### src/rtl/video_gen_pkg.sv
// Shared mode encoding and colour constants for the video pattern generator.
package video_gen_pkg;

  typedef enum logic [1:0] {
    BLACK  = 2'd0,
    GRID   = 2'd1,
    BARS   = 2'd2,
    STREAM = 2'd3
  } vmode_t;

  localparam int unsigned NUM_BARS = 8;

  localparam logic [23:0] COL_WHITE   = 24'hFFFFFF;
  localparam logic [23:0] COL_BLACK   = 24'h000000;
  localparam logic [23:0] COL_YELLOW  = 24'hFFFF00;
  localparam logic [23:0] COL_CYAN    = 24'h00FFFF;
  localparam logic [23:0] COL_GREEN   = 24'h00FF00;
  localparam logic [23:0] COL_MAGENTA = 24'hFF00FF;
  localparam logic [23:0] COL_RED     = 24'hFF0000;
  localparam logic [23:0] COL_BLUE    = 24'h0000FF;

  // Colour bar palette, left to right.
  function automatic logic [23:0] bar_colour(input logic [2:0] idx);
    logic [23:0] c;
    case (idx)
      3'd0:    c = COL_WHITE;
      3'd1:    c = COL_YELLOW;
      3'd2:    c = COL_CYAN;
      3'd3:    c = COL_GREEN;
      3'd4:    c = COL_MAGENTA;
      3'd5:    c = COL_RED;
      3'd6:    c = COL_BLUE;
      default: c = COL_BLACK;
    endcase
    return c;
  endfunction

endpackage

### src/rtl/video_raster_cnt.sv
// Raster position counters with sync/active decode and active-area coordinates.
module video_raster_cnt #(
  parameter int unsigned HDISP  = 800,
  parameter int unsigned VDISP  = 480,
  parameter int unsigned HFP    = 40,
  parameter int unsigned HPULSE = 48,
  parameter int unsigned HBP    = 40,
  parameter int unsigned VFP    = 13,
  parameter int unsigned VPULSE = 3,
  parameter int unsigned VBP    = 29,
  localparam int unsigned HTOTAL = HFP + HPULSE + HBP + HDISP,
  localparam int unsigned VTOTAL = VFP + VPULSE + VBP + VDISP,
  localparam int unsigned HW     = $clog2(HTOTAL),
  localparam int unsigned VW     = $clog2(VTOTAL)
) (
  input  logic          pixel_clk,
  input  logic          pixel_rst_n,
  output logic          active_c,
  output logic          hsync_n_c,
  output logic          vsync_n_c,
  output logic          frame_start_c,
  output logic [HW-1:0] x_c,
  output logic [VW-1:0] y_c
);

  localparam int unsigned HOFF = HTOTAL - HDISP;
  localparam int unsigned VOFF = VTOTAL - VDISP;

  logic [HW-1:0] hcnt;
  logic [VW-1:0] vcnt;

  // Pixel counter wraps each line; line counter advances on pixel wrap.
  always_ff @(posedge pixel_clk or negedge pixel_rst_n) begin
    if (!pixel_rst_n) begin
      hcnt <= '0;
      vcnt <= '0;
    end else if (hcnt == HW'(HTOTAL - 1)) begin
      hcnt <= '0;
      vcnt <= (vcnt == VW'(VTOTAL - 1)) ? '0 : vcnt + VW'(1);
    end else begin
      hcnt <= hcnt + HW'(1);
    end
  end

  // Region decode: front porch, sync, back porch, active on each axis.
  always_comb begin
    hsync_n_c     = !((hcnt >= HW'(HFP)) && (hcnt < HW'(HFP + HPULSE)));
    vsync_n_c     = !((vcnt >= VW'(VFP)) && (vcnt < VW'(VFP + VPULSE)));
    active_c      = (hcnt >= HW'(HOFF)) && (vcnt >= VW'(VOFF));
    frame_start_c = (hcnt == '0) && (vcnt == '0);
    x_c           = hcnt - HW'(HOFF);
    y_c           = vcnt - VW'(VOFF);
  end

endmodule

### src/rtl/video_pattern_gen.sv
// Raster video source: test patterns or an upstream pixel stream onto video_if.
module video_pattern_gen #(
  parameter int unsigned HDISP         = 800,
  parameter int unsigned VDISP         = 480,
  parameter int unsigned HFP           = 40,
  parameter int unsigned HPULSE        = 48,
  parameter int unsigned HBP           = 40,
  parameter int unsigned VFP           = 13,
  parameter int unsigned VPULSE        = 3,
  parameter int unsigned VBP           = 29,
  parameter int unsigned GRID          = 16,
  parameter logic [23:0] UNDERFLOW_RGB = 24'hFF00FF
) (
  input  logic        pixel_clk,
  input  logic        pixel_rst_n,
  input  logic [1:0]  mode,
  input  logic [23:0] pix_data,
  input  logic        pix_valid,
  output logic        pix_ready,
  output logic        frame_start,
  output logic        underflow,
  output logic        video_clk,
  output logic        video_hs,
  output logic        video_vs,
  output logic        video_blank,
  output logic [23:0] video_rgb
);

  import video_gen_pkg::*;

  localparam int unsigned HTOTAL = HFP + HPULSE + HBP + HDISP;
  localparam int unsigned VTOTAL = VFP + VPULSE + VBP + VDISP;
  localparam int unsigned HW     = $clog2(HTOTAL);
  localparam int unsigned VW     = $clog2(VTOTAL);
  localparam int unsigned BARW   = HDISP / NUM_BARS;
  localparam int unsigned BCW    = (BARW > 1) ? $clog2(BARW) : 1;

  logic          active_c;
  logic          hsync_n_c;
  logic          vsync_n_c;
  logic          frame_start_c;
  logic [HW-1:0] x_c;
  logic [VW-1:0] y_c;

  vmode_t        mode_q;
  logic [BCW-1:0] bar_cnt;
  logic [3:0]    bar_idx;
  logic          grid_hit_c;
  logic [23:0]   pattern_c;

  video_raster_cnt #(
    .HDISP (HDISP),  .VDISP (VDISP),
    .HFP   (HFP),    .HPULSE(HPULSE), .HBP(HBP),
    .VFP   (VFP),    .VPULSE(VPULSE), .VBP(VBP)
  ) u_raster (
    .pixel_clk    (pixel_clk),
    .pixel_rst_n  (pixel_rst_n),
    .active_c     (active_c),
    .hsync_n_c    (hsync_n_c),
    .vsync_n_c    (vsync_n_c),
    .frame_start_c(frame_start_c),
    .x_c          (x_c),
    .y_c          (y_c)
  );

  assign video_clk   = pixel_clk;
  assign frame_start = frame_start_c;
  assign pix_ready   = (mode_q == video_gen_pkg::STREAM) && active_c;

  // Mode is only sampled at the raster origin so a frame never mixes patterns.
  always_ff @(posedge pixel_clk or negedge pixel_rst_n) begin
    if (!pixel_rst_n) begin
      mode_q <= video_gen_pkg::BLACK;
    end else if (frame_start_c) begin
      mode_q <= vmode_t'(mode);
    end
  end

  // Bar tracker: holds bar index for the pixel at the current position;
  // index 8 and above means past the last full bar (black).
  always_ff @(posedge pixel_clk or negedge pixel_rst_n) begin
    if (!pixel_rst_n) begin
      bar_cnt <= '0;
      bar_idx <= '0;
    end else if (!active_c) begin
      bar_cnt <= '0;
      bar_idx <= '0;
    end else if (bar_cnt == BCW'(BARW - 1)) begin
      bar_cnt <= '0;
      if (!bar_idx[3]) begin
        bar_idx <= bar_idx + 4'd1;
      end
    end else begin
      bar_cnt <= bar_cnt + BCW'(1);
    end
  end

  // Pattern selection for the current active pixel.
  always_comb begin
    pattern_c  = COL_BLACK;
    grid_hit_c = ((x_c & HW'(GRID - 1)) == '0) || ((y_c & VW'(GRID - 1)) == '0);
    case (mode_q)
      video_gen_pkg::GRID:   pattern_c = grid_hit_c ? COL_WHITE : COL_BLACK;
      video_gen_pkg::BARS:   pattern_c = bar_idx[3] ? COL_BLACK : bar_colour(bar_idx[2:0]);
      video_gen_pkg::STREAM: pattern_c = pix_valid ? pix_data : UNDERFLOW_RGB;
      default:               pattern_c = COL_BLACK;
    endcase
  end

  // Output registers keep HS/VS/BLANK/RGB aligned one cycle behind the counters.
  always_ff @(posedge pixel_clk or negedge pixel_rst_n) begin
    if (!pixel_rst_n) begin
      video_hs    <= 1'b1;
      video_vs    <= 1'b1;
      video_blank <= 1'b0;
      video_rgb   <= COL_BLACK;
      underflow   <= 1'b0;
    end else begin
      video_hs    <= hsync_n_c;
      video_vs    <= vsync_n_c;
      video_blank <= active_c;
      video_rgb   <= active_c ? pattern_c : COL_BLACK;
      if (pix_ready && !pix_valid) begin
        underflow <= 1'b1;
      end
    end
  end

endmodule

### config.mk
export PLATFORM = sky130hd
export DESIGN_NAME = video_pattern_gen
export DESIGN_NICKNAME = d
export VERILOG_FILES = /design/src/rtl/video_gen_pkg.sv /design/src/rtl/video_raster_cnt.sv /design/src/rtl/video_pattern_gen.sv
export SDC_FILE = /design/constraint.sdc
export NUM_CORES = 1
export LEC_CHECK = 0
export ABC_AREA = 1
export BUFFER_PORTS_ARGS = -buffer_cell sky130_fd_sc_hd__buf_2
export CAP_MARGIN = 25
export CORE_MARGIN = 1
export CORE_UTILIZATION = 49
export DETAILED_ROUTE_END_ITERATION = 6
export PLACE_DENSITY = 0.78
export SLEW_MARGIN = 20
export SYNTH_ARGS = -nofsm -noshare
export SYNTH_HDL_FRONTEND = slang
export SYNTH_SLANG_ARGS = --single-unit
### constraint.sdc
create_clock -name pixel_clk -period 2.5 [get_ports pixel_clk]
set_input_delay 0.5 -clock pixel_clk [delete_from_list [all_inputs] [get_ports pixel_clk]]
set_output_delay 0.5 -clock pixel_clk [all_outputs]
set_load 0.02 [all_outputs]
==> results of run 1 <==
[timing repair]
item                                    in CTS  in global routing
gates resized for setup                      1                  2
endpoints found under the setup margin       1                  2
buffers inserted                             0                  3
[worst max-delay path, delay by kind of cell, from the launching register on]
family / cells / cell delay (ns)
DFF: 1 / 0.41
adders and majority gates: 1 / 0.17
buffers and inverters: 2 / 0.31
and+or+nand+nor: 5 / 0.55
[layout make-up]
class                           count  area [um^2]
Sequential cell                    61         1530
Clock buffer                       16          191
Tap cell                           77         96.3
Multi-Input combinational cell    292         1470
Inverter                           54          203
Clock inverter                      4         95.1
Timing Repair Buffer               65          358
Fill cell                         562         2480
[cell families (layout without fill, tap and decap cells)]
kind of cell,Yosys count,count (layout),synth area share
xor+xnor,14,14,0.0373
flops,61,61,0.465
buf+inv,65,139,0.0883
fa+ha+maj,13,13,0.0495
simple gates,227,227,0.297
compound gates,38,38,0.0632
[synth_stat cells (all sizes together)]
master	number	area share
nand3b	1	0.0023
nor3	13	0.021
dfstp	2	0.016
o211ai	1	0.0023
or2	3	0.0057
nand4	7	0.013
nand3	24	0.038
xnor2	1	0.0027
nor2	87	0.10
ha	13	0.049
clkinv	1	0.0011
dfrtp	59	0.45
inv	53	0.061
xor2	13	0.035
clkbuf	1	0.0011
buf	10	0.025
nor3b	1	0.0023
nand2	91	0.11
a21oi	27	0.046
o21ai	10	0.015
[metal layers]
layer | track usage | vias up
met2 | 0.386 | 74
met3 | 0.0564 | 21
met5 | 0 | -
met4 | 0.121 | 0
li1 | - | 1433
met1 | 0.251 | 1327
[worst paths after layout]
| check | start | endpoint | slack [ns] | depth (start not counted) |
|---|---|---|---|---|
| min | pixel_rst_n | u_raster.vcnt[6] | 0.06 | 1 |
| min reg2reg | underflow | underflow | 0.46 | 2 |
| min in group pixel_clk | mode[0] | mode_q[0] | 0.25 | 3 |
| max in group asynchronous | pixel_rst_n | u_raster.vcnt[0] | 1.84 | 2 |
| max reg2reg | u_raster.vcnt[1] | bar_idx[0] | 0.78 | 8 |
| max | u_raster.vcnt[1] | pix_ready | 0.10 | 8 |
[power by group through the flow]
stage | logic, mW | registers [mW] | clock network (mW)
floorplan | 0.0441 | 1.01 | 0.0467
global placement | 0.0973 | 1.01 | 0.0374
detailed placement | 0.0989 | 1.01 | 0.0374
CTS | 0.0994 | 0.991 | 1.25
global route | 0.114 | 0.990 | 1.30
finish | 0.0973 | 0.991 | 1.23
[stage by stage]
step	setup slack, ns	cell area [um^2]	total power [mW]
after floorplan	0.370	3290	1.10
after global placement	0.482	3630	1.14
after detailed placement	0.448	3630	1.15
after CTS	0.0639	3920	2.34
after global routing	-0.00540	3940	2.41
final	0.103	3940	2.32
[sequential cells by signal (all words and copies together), names as in the netlist, 2 cells and up]
signal and flops:
bar_idx 4, u_raster.hcnt 10, u_raster.vcnt 10, bar_cnt 7
video_rgb 24, mode_q 2
==> reports/qor.yml, run 1 <==
grt_pass1_vias: 2872
p_leak_nw: 2.13
crit_type: "flop to output pin"
synth_seq_cells: 61
grt_max_degree: 37
synth_nets: 460
final.period_utilization: 0.959
crit_required_ns: 2.00
status: "finished, violations left"
slew_headroom: 0.595
dr.pass1.iters: 6
port_buffers: 59
cts_tree: "done"
cp.arrival_ns: 1.90
syn-instance-count: 418
share_comb_of_total_power: 0.042
p_switching_mw: 0.490
layout-drive-gt1-share: 0.207
grt_overflow: 0
tns_ns: 0
worst_pin_slew_ns: 0.607
die_area_mm2: 0.00704
vdd.ir_drop.worst_v: 0.000424
worstPathCellList: "inv_1 -> ha_1 -> nor3b_1 -> nand2_1 -> nand3_2 -> nand2_4 -> nor2_1 -> buf_4"
dp.cells: 547
gp_congestion: 0.906
gr-usage-all-layers: 0.223
min_period_ns: 2.40
die_height_um: 83.9
area_delta_synth_final_pct: 19.9
drt-vias-per-instance: 5.02
insertion_delay_ns: 0.45
top_layer_used: "met4"
seqPwrFrac: 0.428
finalHoldWorstSlack_ns: 0.0583
p_per_area_mw_per_mm2: 588
met3WireLength_um: 322
die_x_um: 83.9
met1_length_mm: 2.97
final_cells: 569
power.share.clock: 0.530
hold_path.class: "primary input to asynchronous set/reset pin"
max_freq_mhz: 417
max_cap_violations: 0
start_util: 0.512
path_clk_slew_ns: 0.07
finClkSkew_ns: 0.0117
end_kind: "output pin"
routed-via-count: 2855
intPower_mw: 1.83
synth.distinct_cells: 32
io_pins: 60
yosys_warnings: 0
num-nets-final: 529
antenna_found_initial: 0
drc: 8
cp_max_fo: 5
routed_wl_mm: 6.99
p_sw_frac: 0.212
synth_area_per_cell_um2: 7.87
ant_nets: 0
cts_hold_buf: 0
maxSlewViolCount: 0
slowest_stage: "dfrtp_1"
fp-row-count: 29
setup_viol: 0
fin_util: 0.614
core_mm2: 0.00642
grt_pass1_wl_mm: 12.2
worstSetupStartpointType: "flop"
wl_per_cell_um: 12.3
dr_wl_met2_mm: 3.51
crit_path_max_incr_delay_ns: 0.41
layout_common_cells: "88 x nand2_1, 82 x nor2_1, 58 x dfrtp_1, 58 x buf_2, 52 x inv_1"
dp_hpwl_mm: 4.83
violations: "design-rule violations"
synth_area_mm2: 0.00329
final_common_cell: "nand2_1"
hold_violations: 0
first_iter_violations: 121
antennaDiodeCount: 0
ys_seq_area_frac: 0.465
Power figures use the tool's default switching activity.
==> run 2: changes to the inputs <==
Settings changed: ABC_AREA 1 to unset.
==> run 2 against run 1 <==
- non-clock buffer count grew 9
- cell area shrank 6.2%
- worst setup slack lost 0.074 ns
- critical path depth shrank 4
- die area shrank 7.2%
- maximum frequency shrank 3.0%
- critical path type unchanged
- clock-buffer cell count grew 2
- the flow now finishes without violations
==> reports/qor.yml, run 2 <==
status: "completed"
grt_pass1_vias: 2306
synthFlopType: "dfrtp_1"
routed-via-count: 2457
dp_hpwl_mm: 4.31
drc: 0
gr-usage-all-layers: 0.219
final_area_mm2: 0.00370
worstSetupStartpointType: "flop"
hold_violations: 0
yosys_warnings: 0
grt_max_degree: 39
synth_seq_cells: 61
routed_wl_mm: 6.47
p_leak_nw: 1.73
maxSlewViolCount: 0
die_height_um: 80.8
cp_max_fo: 2
max_cap_violations: 0
hold_path.class: "primary input to asynchronous set/reset pin"
crit_type: "flop to output pin"
port_buffers: 59
setup_viol: 0
final.period_utilization: 0.989
area_delta_synth_final_pct: 21.5
regMostFlops: "video_rgb"
vdd.ir_drop.worst_v: 0.000338
layout_common_cells: "57 x buf_2, 55 x dfrtp_1, 23 x a211oi_1"
synth_nets: 333
crit_path_max_incr_delay_ns: 0.55
die_x_um: 80.8
grt_pass1_wl_mm: 10.6
slowest_stage: "or4_4"
antenna_found_initial: 0
synth_area_leaders: "dfrtp_1 48%, a211oi_1 5.7%, ha_1 5.3%, o21ai_0 3.6%, xnor2_1 3.2%"
grt_overflow: 0
worst_pin_slew_ns: 0.911
num-nets-final: 405
drt-vias-per-instance: 5.55
syn-instance-count: 291
cts_tree: "done"
synth_top_family_by_area: "simple AND/OR/NAND/NOR gates"
min_period_ns: 2.47
start_util: 0.511
r2r-start: "bar_idx[0]"
finClkSkew_ns: 0.00872
insertion_delay_ns: 0.45
yosys.area_share.xor_xnor: 0.0460
synth.most_common_cell: "dfrtp_1"
crit_required_ns: 2.00
synthAdderAreaFrac: 0.0534
r2r-end: "video_rgb[14]"
p_per_area_mw_per_mm2: 526
synth.distinct_cells: 53
first_iter_violations: 124
r2r_slack_ns: 0.36
synth_area_per_cell_um2: 10.5
cp.arrival_ns: 1.97
path_clk_slew_ns: 0.07
wl_per_cell_um: 14.6
synth_common_cells: "59 x dfrtp_1, 23 x a211oi_1, 22 x o21ai_0"
n_fill_cell: 507
cts_hold_buf: 0
largest_reg_flops: 24
dp.cells: 414
ys_seq_area_frac: 0.502
dpl-instance-area_mm2: 0.00340
layout-drive-gt1-share: 0.315
synth_top_area_frac: 0.485
yosys.area.top_type: "dfrtp_1"
synth_edf_count: 0
final_cells: 443
fp-row-count: 28
critPathTopFamily: "simple AND/OR/NAND/NOR gates"
gp_congestion: 0.799
muxShareOfSynthArea: 0.0210
synth_simple_gate_area_share: 0.195
tns_ns: 0
slew_headroom: 0.388
crit_buf_inv: 1
antennaDiodeCount: 0
worstPathCellList: "or4_4 -> nor3_4 -> and4bb_2 -> buf_4"
io_pins: 60
synth_compound_area_frac: 0.138
die_area_mm2: 0.00653
async_flop_share: 1.00
end_kind: "output pin"
final_common_cell: "buf_2"
max_freq_mhz: 405
reg2regPathDepth: 6
core_mm2: 0.00596
synth_area_mm2: 0.00305
largestRegisters: "video_rgb x24, u_raster.hcnt x10, u_raster.vcnt x10"
dr.pass1.iters: 5
ant_nets: 0
-- run 2: cell types whose count changed after synthesis, moves of 6 or more --
cell and delta:
nand3_1 -15, a211oi_1 +23, o21ai_0 +12, xnor2_1 +10
nand2_1 -67, xor2_1 -8, and3_1 +6, buf_2 +6
inv_1 -43, a21oi_1 -18, nor2_1 -63
-- run 2: worst max-delay path by stage --
stage,start,endpoint,slack (ns),cells after the start
finish,u_raster.hcnt[6],frame_start,0.03,4
global route,u_raster.hcnt[6],frame_start,-0.02,4
CTS,u_raster.hcnt[0],frame_start,0.004,5
detailed placement,u_raster.vcnt[0],video_rgb[14],0.38,6
global placement,u_raster.vcnt[6],frame_start,0.42,4
floorplan,u_raster.vcnt[0],pix_ready,0.22,8
-- run 2: logic make-up after synthesis --
logic type / count (synthesis)
AOI/OAI and AO/OA: 62
adders and majority gates: 13
DFF: 61
and+or+nand+nor: 106
xor gates and xnor gates: 16
buffers and inverters: 27
muxes: 6
-- run 2: layout make-up --
cell class	instances	area, um^2	share of cell area
clock inverter	2	10.0	0.00271
timing repair buffer	74	428	0.116
multi-input combinational	203	1410	0.380
clock buffer	18	189	0.0511
sequential	61	1530	0.415
inverter	10	37.5	0.0101
tap	75	93.8	0.0254
-- run 2: power breakdown --
group | total, mW | internal [mW] | switching (mW)
clock network | 0.881 | 0.471 | 0.411
registers | 0.991 | 0.989 | 0.00236
logic | 0.0740 | 0.0264 | 0.0476
-- run 2: per-layer routing --
metal	track usage	part of all wire	vias up	wire length, um
met5	0	0	-	0
met4	0.127	0.020	0	127
met3	0.0674	0.071	10	459
met2	0.333	0.46	79	2960
met1	0.276	0.45	1180	2930
li1	-	-	1188	-
-- run 2: what timing repair did --
action,in CTS,in global routing
setup buffers,6,4
gates resized for setup,5,8
pin swaps,0,2
endpoints found under the setup margin,2,2
-- run 2: stage by stage --
step | power [mW] | setup slack [ns] | util | hold WS (ns)
global route | 2.02 | -0.0201 | 0.621 | 0.0652
floorplan | 1.08 | 0.224 | - | 0.204
detailed placement | 1.12 | 0.377 | 0.570 | 0.458
finish | 1.95 | 0.0287 | 0.621 | 0.0315
global placement | 1.12 | 0.421 | 0.570 | 0.445
CTS | 1.97 | 0.00358 | 0.612 | 0.0364
-- run 2: worst register-to-register path: stages, from the launching register on --
cell and delay, ns:
dfrtp_1 0.44, ha_1 0.23, ha_1 0.19, nor2_1 0.14
a221oi_2 0.07, nor3_1 0.70, a211oi_1 0.19
==> run 3: changes to the inputs <==
Settings changed: ABC_AREA set to 1, PLACE_DENSITY 0.78 to 0.77, SYNTH_HIERARCHICAL set to 1.
==> run 3 against run 2 <==
- the run now ends with design-rule violations left
- synthesized area is 8.8% higher
- first-iteration DRC count increased by 34%
- largest power group is now the clock network
- highest routed layer unchanged
- combinational power is 25% higher
==> reports/qor.yml, run 3 <==
status: "finished, violations left"
violations: "design-rule violations"
p_sw_frac: 0.216
io_pins: 60
regMostFlops: "video_rgb"
synth_area_per_cell_um2: 7.91
p_switching_mw: 0.482
start_util: 0.516
fin_util: 0.617
dp.cells: 545
yosys_warnings: 6
r2r_slack_ns: 0.59
synth_nets: 462
grt_pass1_vias: 2760
crit_required_ns: 2.00
num-nets-final: 529
antenna_found_initial: 0
worstSetupStartpointType: "flop"
wl_per_cell_um: 12.3
vdd.ir_drop.worst_v: 0.000458
routed-via-count: 2903
end_kind: "output pin"
intPower_mw: 1.75
routed_wl_mm: 7.00
crit_path_max_incr_delay_ns: 0.43
worst_pin_slew_ns: 0.425
path_clk_slew_ns: 0.07
grt_max_degree: 25
max_freq_mhz: 423
layout-drive-gt1-share: 0.244
hold_start: "mode[0]"
largestRegisters: "video_rgb x24, u_raster/hcnt x10, u_raster/vcnt x10"
p_per_area_mw_per_mm2: 564
area_delta_synth_final_pct: 19.5
cp_max_fo: 5
reg2regPathDepth: 12
core_mm2: 0.00642
finClkSkew_ns: 0.00813
insertion_delay_ns: 0.44
slew_headroom: 0.716
grt_overflow: 0
slowest_stage: "dfrtp_1"
maxSlewViolCount: 0
cp_common_cell: "nor2_1"
setup_viol: 0
final.period_utilization: 0.946
tns_ns: 0
r2r-start: "u_raster/vcnt[0]"
synth_area_mm2: 0.00331
antennaDiodeCount: 0
r2r-end: "bar_idx[2]"
hold_violations: 0
min_path_cells: 3
p_leak_nw: 2.24
max_cap_violations: 0
gr-usage-all-layers: 0.220
crit_type: "flop to output pin"
dr.pass1.iters: 7
cp.arrival_ns: 1.87
ant_nets: 0
first_iter_violations: 166
worstPathCellList: "nor2_1 -> inv_1 -> nor2_1 -> a21oi_1 -> nor2_1 -> inv_1 -> nor2_2 -> buf_4"
final_common_cell: "nand2_1"
cts_tree: "done"
share_comb_of_total_power: 0.041
min_period_ns: 2.37
min_to: "mode_q[0]"
grt_setup_unrepaired: "false"
final_cells: 568
die_area_mm2: 0.00710
drc: 12
hold_path.class: "primary input to flop"
port_buffers: 59
die_height_um: 84.2
seqPwrFrac: 0.444
power.share.clock: 0.515
n_fill_cell: 537
layout_common_cells: "81 x nand2_1, 62 x nor2_1, 58 x buf_2"
syn-instance-count: 419
drt-vias-per-instance: 5.11
gp_congestion: 0.863
fp-row-count: 29
grt_pass1_wl_mm: 12.0
largest_reg_flops: 24
die_x_um: 84.2
dp_hpwl_mm: 4.99
[run 3: worst max-delay path, delay by kind of cell (launching register included)]
family,cells,cell delay (ns)
AND/OR/NAND/NOR,4,0.55
AO/OA/AOI/OAI,1,0.09
buffers and inverters,3,0.36
flip-flops,1,0.43
[run 3: final cells by class]
class	count	area, um^2	area share
inverters	62	233	0.0587
flip-flops and latches	61	1530	0.387
multi-input cells	280	1460	0.368
clock inverters	4	70.1	0.0177
clock buffers	16	201	0.0509
repair buffers	68	370	0.0935
well taps	77	96.3	0.0243
[run 3: through the flow]
stage / instance area (um^2) / setup slack, ns / hold slack, ns / power [mW]
after floorplan: 3310 / 0.160 / 0.204 / 1.10
after CTS: 3930 / 0.00760 / 0.279 / 2.25
after global placement: 3640 / 0.375 / 0.439 / 1.14
final: 3960 / 0.135 / 0.283 / 2.23
after detailed placement: 3640 / 0.271 / 0.452 / 1.14
after global routing: 3960 / 0.0192 / 0.305 / 2.33
[run 3: layer usage]
| layer | up-vias | global-route usage | routed length (um) |
|---|---|---|---|
| li1 | 1446 | - | - |
| met1 | 1368 | 0.268 | 3070 |
| met2 | 70 | 0.346 | 3450 |
| met3 | 19 | 0.0678 | 308 |
| met4 | 0 | 0.130 | 174 |
| met5 | - | 0 | 0 |
[run 3: what timing repair did]
action                     CTS  global route
setup buffers                2             1
resized for setup            2             9
hold buffers                 1             0
pin swaps                    0             2
setup endpoints to repair    2             2
hold endpoints to repair    17             0
[run 3: how the worst max path moves through the flow]
stage / start / slack (ns) / to
floorplan: u_raster/vcnt[0] / 0.16 / mode_q[1]
global placement: u_raster/vcnt[0] / 0.37 / pix_ready
detailed placement: u_raster/vcnt[0] / 0.27 / pix_ready
CTS: u_raster/vcnt[0] / 0.008 / pix_ready
global route: u_raster/hcnt[8] / 0.02 / pix_ready
finish: u_raster/hcnt[3] / 0.13 / pix_ready
[run 3: power groups by stage]
stage | sequential [mW] | combinational [mW] | clock, mW
2_1_floorplan | 1.01 | 0.0431 | 0.0467
3_3_place_gp | 1.01 | 0.0907 | 0.0374
3_5_place_dp | 1.01 | 0.0921 | 0.0374
4_1_cts | 0.991 | 0.0939 | 1.17
5_1_grt | 0.990 | 0.108 | 1.23
6_report | 0.991 | 0.0923 | 1.15
